`config.mk`:
```
export PLATFORM = sky130hd
export DESIGN_NAME = xbar_slave_arbiter
export DESIGN_NICKNAME = d
export VERILOG_FILES = /design/src/rtl/xbar_slave_arbiter.sv
export SDC_FILE = /design/constraint.sdc
export NUM_CORES = 1
export LEC_CHECK = 0
export CAP_MARGIN = 40
export CORE_MARGIN = 2
export CORE_UTILIZATION = 40
export CTS_BUF_LIST = sky130_fd_sc_hd__clkbuf_4 sky130_fd_sc_hd__clkbuf_8
export CTS_CLUSTER_SIZE = 16
export DETAILED_ROUTE_END_ITERATION = 8
export GPL_TIMING_DRIVEN = 0
export MAX_ROUTING_LAYER = met4
export PLACE_DENSITY = 0.92
export SYNTH_ARGS = -nofsm -noshare
export SYNTH_HDL_FRONTEND = slang
export SYNTH_SLANG_ARGS = --single-unit
```
`constraint.sdc`:
```
create_clock -name clk -period 1.9 [get_ports clk]
set_input_delay 0.285 -clock clk [delete_from_list [all_inputs] [get_ports clk]]
set_output_delay 0.285 -clock clk [all_outputs]
set_load 0.005 [all_outputs]
```
`src/rtl/xbar_slave_arbiter.sv`:
```
// xbar_slave_arbiter
// Lets two crossbar masters share one req/ack slave port. Requests are
// arbitrated round-robin. The winning master's address, command and write data
// are latched, and the slave is driven from that latched copy. The slave's
// answer is returned to the winner as a one-cycle ack. A watchdog finishes an
// access the slave never acknowledges and flags it as an error.

module xbar_slave_arbiter #(
  parameter int ADDR_W  = 32,
  parameter int DATA_W  = 32,
  parameter int TIMEOUT = 64
) (
  input  logic              clk,
  input  logic              reset,

  input  logic              m0_req,
  input  logic [ADDR_W-1:0] m0_addr,
  input  logic              m0_cmd,
  input  logic [DATA_W-1:0] m0_wdata,
  output logic              m0_ack,
  output logic [DATA_W-1:0] m0_rdata,
  output logic              m0_err,

  input  logic              m1_req,
  input  logic [ADDR_W-1:0] m1_addr,
  input  logic              m1_cmd,
  input  logic [DATA_W-1:0] m1_wdata,
  output logic              m1_ack,
  output logic [DATA_W-1:0] m1_rdata,
  output logic              m1_err,

  output logic              s_req,
  output logic [ADDR_W-1:0] s_addr,
  output logic              s_cmd,
  output logic [DATA_W-1:0] s_wdata,
  input  logic              s_ack,
  input  logic [DATA_W-1:0] s_rdata,

  output logic [1:0]        grant
);

  // The timer only has to reach TIMEOUT-1. A disabled watchdog still keeps a
  // 1-bit timer, which saturates instead of wrapping.
  localparam int TW = (TIMEOUT > 0) ? $clog2(TIMEOUT + 1) : 1;
  localparam bit WDOG_EN = (TIMEOUT != 0);
  localparam logic [TW-1:0] TIMER_LAST = (TIMEOUT > 0) ? TW'(TIMEOUT - 1) : '0;
  localparam logic [TW-1:0] TIMER_MAX  = '1;

  localparam logic [1:0] IDLE = 2'd0;
  localparam logic [1:0] BUSY = 2'd1;
  localparam logic [1:0] RESP = 2'd2;

  logic [1:0]        state;
  logic              last_grant;
  logic              owner;
  logic [TW-1:0]     timer;
  logic              win;
  logic              timed_out;
  logic              finish;
  logic [DATA_W-1:0] rsp_data;
  logic              rsp_err;

  // Pick the winner: a lone requester wins; on a tie the master that was not served last wins
  always_comb begin
    win = 1'b0;
    if (m0_req && m1_req) begin
      win = ~last_grant;
    end else if (m1_req) begin
      win = 1'b1;
    end
  end

  // The access ends on a slave ack or on watchdog expiry. An ack in the same cycle beats the timeout.
  always_comb begin
    timed_out = WDOG_EN && (timer == TIMER_LAST);
    finish    = (state == BUSY) && (s_ack || timed_out);
    rsp_data  = (s_ack && !s_cmd) ? s_rdata : '0;
    rsp_err   = ~s_ack;
  end

  assign grant = (state == IDLE) ? 2'b00 : (owner ? 2'b10 : 2'b01);

  // Arbitration FSM and slave-side registers. The latched request stays fixed until the access ends.
  always_ff @(posedge clk) begin
    if (reset) begin
      state      <= IDLE;
      last_grant <= 1'b1;
      owner      <= 1'b0;
      timer      <= '0;
      s_req      <= 1'b0;
      s_addr     <= '0;
      s_cmd      <= 1'b0;
      s_wdata    <= '0;
    end else begin
      case (state)
        IDLE: begin
          if (m0_req || m1_req) begin
            owner   <= win;
            s_addr  <= win ? m1_addr  : m0_addr;
            s_cmd   <= win ? m1_cmd   : m0_cmd;
            s_wdata <= win ? m1_wdata : m0_wdata;
            timer   <= '0;
            s_req   <= 1'b1;
            state   <= BUSY;
          end
        end
        BUSY: begin
          if (timer != TIMER_MAX) begin
            timer <= timer + TW'(1);
          end
          if (finish) begin
            s_req <= 1'b0;
            state <= RESP;
          end
        end
        RESP: begin
          last_grant <= owner;
          state      <= IDLE;
        end
        default: begin
          s_req <= 1'b0;
          state <= IDLE;
        end
      endcase
    end
  end

  // Send the result to the owning master as a single-cycle ack; rdata/err are zero whenever ack is low
  always_ff @(posedge clk) begin
    if (reset) begin
      m0_ack   <= 1'b0;
      m0_rdata <= '0;
      m0_err   <= 1'b0;
      m1_ack   <= 1'b0;
      m1_rdata <= '0;
      m1_err   <= 1'b0;
    end else begin
      m0_ack   <= 1'b0;
      m0_rdata <= '0;
      m0_err   <= 1'b0;
      m1_ack   <= 1'b0;
      m1_rdata <= '0;
      m1_err   <= 1'b0;
      if (finish) begin
        if (owner) begin
          m1_ack   <= 1'b1;
          m1_rdata <= rsp_data;
          m1_err   <= rsp_err;
        end else begin
          m0_ack   <= 1'b1;
          m0_rdata <= rsp_data;
          m0_err   <= rsp_err;
        end
      end
    end
  end

endmodule

```
==> impl_metrics.csv <==
group,metric,value,unit
power_and_ir_drop,irDropWorstVdd,0.371,mV
sta,fin_crit_sh,0.946,
drt,vias,5455,
worst_setup_path,worstPathArrival,1.51,ns
clock_network,clockRootBuffer,"clkbuf_8",
synth,synth_area_leader_cell,"dfxtp_1",
grt,grt_first_pass_wirelength,28000,microns
floorplan,start_util,0.412,
synth,synth_area_per_cell,9.89,sq um
place,place.gp.congestion,0.900,
synth,yosys_warnings,0,
worst_setup_path,end_kind,"output pin",
drt,viasPerCell,5.13,
power_and_ir_drop,finalPower,7.25,mW
drt,ant_nets,0,
final_layout,nets,1043,
final_layout,syn2layout_area_growth,66.0,%
grt,antenna_found_initial,0,
place,port_buffers,301,
drt,route.detailed.drc,0,
worst_setup_path,critPathMaxFanout,8,
floorplan,die-width,121,microns
floorplan,io_pins,303,
sta,setup_viol,0,
clock_network,numCtsBuffers,17,
final_layout,diodes,0,
grt,grt_start_max_net_pins,17,
final_layout,fillers,993,
drt,dr.pass1.iters,6,
grt,grt_pass1_vias,5367,
synth,synthDistinctLibCells,41,
clock_network,clk_latency,0.46,ns
synth,synth_nets,722,
synth,synth_top_area_share,0.530,
synth,synthTopCellsByArea,"dfxtp_1 53%, mux2i_1 12%, a211oi_1 8.9%",
sta,max_clock_freq,0.556,GHz
sta,drv_slew,0,
sta,setup_ws,0.103,ns
drt,drt_iter0_drc,331,
outcome,status,"finished clean",
floorplan,rows,42,
synth,ys_seq_area_frac,0.530,
floorplan,die_h,121,microns
sta,worstMarginPinSlew,0.703,ns
clock_network,clk_pin_slew_worst_paths,0.08,ns
final_layout,drive_above_1_share,0.0856,
synth,synth_edf_count,0,
floorplan,die-area,14700,sq um
sta,finClkSkew,0.00876,ns
drt,routedWlPerCell,17.1,microns
grt,grt-ovfl-total,0,
place,post-place-ws,-0.285,ns
floorplan,coreArea,13300,sq um
sta,min_period,1.80,ns
min_path,hold_class,"input port to flip-flop",
run,drv_cap,0,
sta,max_slew_margin,0.531,
clock_network,cts_tree,"built",
grt,grt_use_total,0.257,
sta,hold_viol_final,0,
clock_network,cts_num_sinks,145,
worst_setup_path,critPathLaunchType,"flip-flop",
synth,ys.flop_type,"dfxtp_1",
clock_network,clockBufferDepth,2,
synth,synthCells,554,
worst_setup_path,cp.required,1.62,ns
clock_network,htree_levels,4,
synth,ys_async_sr_fraction,0,
synth,syn-cell-area,5480,sq um
worst_setup_path,critPathKind,"flip-flop to output pin",
power_and_ir_drop,p_per_area,797,nW/um^2
final_layout,area.sequential,2900,sq um
sta,rsz0062_at_grt,"false",
place,hpwl,14300,microns
drt,drt-total-wl,18200,microns
synth,ys_ff_latch,145,
power_and_ir_drop,power_leakage,3.36,nW
final_layout,multiInputGateArea,2260,sq um
final_layout,post-route-util,0.684,
[cell families after synthesis]
logic type / synth area share
compound gates: 0.180
fa+ha+maj: 0.00228
buf+inv: 0.0589
simple gates: 0.107
flops: 0.530
mux: 0.122
[per-stage QoR]
| step | cell area [sq um] | instances | hold WS (ns) | setup TNS [ns] |
|---|---|---|---|---|
| global route | 9100 | 1064 | 0.351 | 0 |
| floorplan | 5480 | 554 | 0.430 | 0 |
| detailed placement | 8710 | 1031 | 0.496 | -7.05 |
| finish | 9100 | 1064 | 0.338 | 0 |
| global placement | 8710 | 1031 | 0.482 | -6.99 |
| CTS | 9100 | 1064 | 0.296 | 0 |
[synth_stat cells, types with 2 or more instances]
cell,n
a21oi_1,70
buf_6,9
a311oi_1,2
nor2_1,67
a211oi_1,65
a211oi_2,2
or2_2,2
buf_4,10
nor3_1,4
nand3_1,5
buf_2,9
and2_1,2
mux2i_1,67
inv_1,4
and3_1,2
clkbuf_1,23
o21ai_0,2
nor2_2,3
dfxtp_1,145
nand2_1,40
[repair_timing]
| item | 4_1_cts | 5_1_grt |
|---|---|---|
| resized for setup | 9 | 4 |
| buffers inserted | 1 | 0 |
| cloned | 0 | 0 |
| pin swaps | 1 | 0 |
| setup endpoints to repair | 2 | 3 |
| hold buffers | 0 | 0 |
[per-layer routing]
| layer | global-route usage | vias to the layer above | wire [microns] |
|---|---|---|---|
| met3 | 0.0592 | 39 | 1410 |
| met4 | 0.109 | 0 | 496 |
| met1 | 0.279 | 2519 | 6910 |
| met5 | - | - | 0 |
| met2 | 0.451 | 275 | 9390 |
| li1 | - | 2622 | - |
[cell type report]
cell class	count	area share
buffer	51	0.0356
clock buffer	17	0.0257
clock inverter	15	0.0136
inverter	4	0.00165
multi-input combinational	354	0.249
sequential	145	0.319
tap	176	0.0242
timing repair buffer	302	0.331
[flip-flops by register name (all words and copies together) (netlist names)]
name and flops:
m0_rdata 32, m1_rdata 32, s_addr 32, s_wdata 32
timer 7, state 2, last_grant 1, m0_ack 1
m0_err 1, m1_ack 1, m1_err 1, owner 1
s_cmd 1, s_req 1
[critical path, cell delays in order, from the launching register on]
cell	delay [ns]
dfxtp_1	0.31
buf_6	0.14
or2_4	0.24
and2_1	0.15
clkdlybuf4s15_1	0.22
[cell usage in the layout, fill, tap and decap left out, drive strengths merged, types with 12 or more instances in the layout]
cell,Yosys,routed
clkbuf,23,41
dfxtp,145,145
clkdlybuf4s50,0,299
buf,28,29
nor2,70,70
nand2,40,40
mux2i,67,67
inv,4,12
a211oi,67,67
a21oi,70,70
[power by group]
group	internal, mW	switching [mW]	leakage (nW)	total (mW)
Combinational	0.968	0.709	2.01	1.68
Sequential	3.25	0.111	1.19	3.36
Clock	0.935	1.28	0.169	2.21
Total	5.15	2.10	3.36	7.25
[path summary, 6_finish.rpt]
| check | slack [ns] | end | cells after the start | startpoint |
|---|---|---|---|---|
| worst max-delay path | 0.10 | grant[1] | 4 | state[0] |
| worst min-delay path | 0.34 | m0_rdata[1] | 3 | s_ack |
| worst max register to register | 0.17 | s_addr[31] | 6 | state[0] |
| worst min register to register | 0.51 | timer[1] | 2 | timer[1] |
Note: power is estimated with default switching activity, not from simulation.
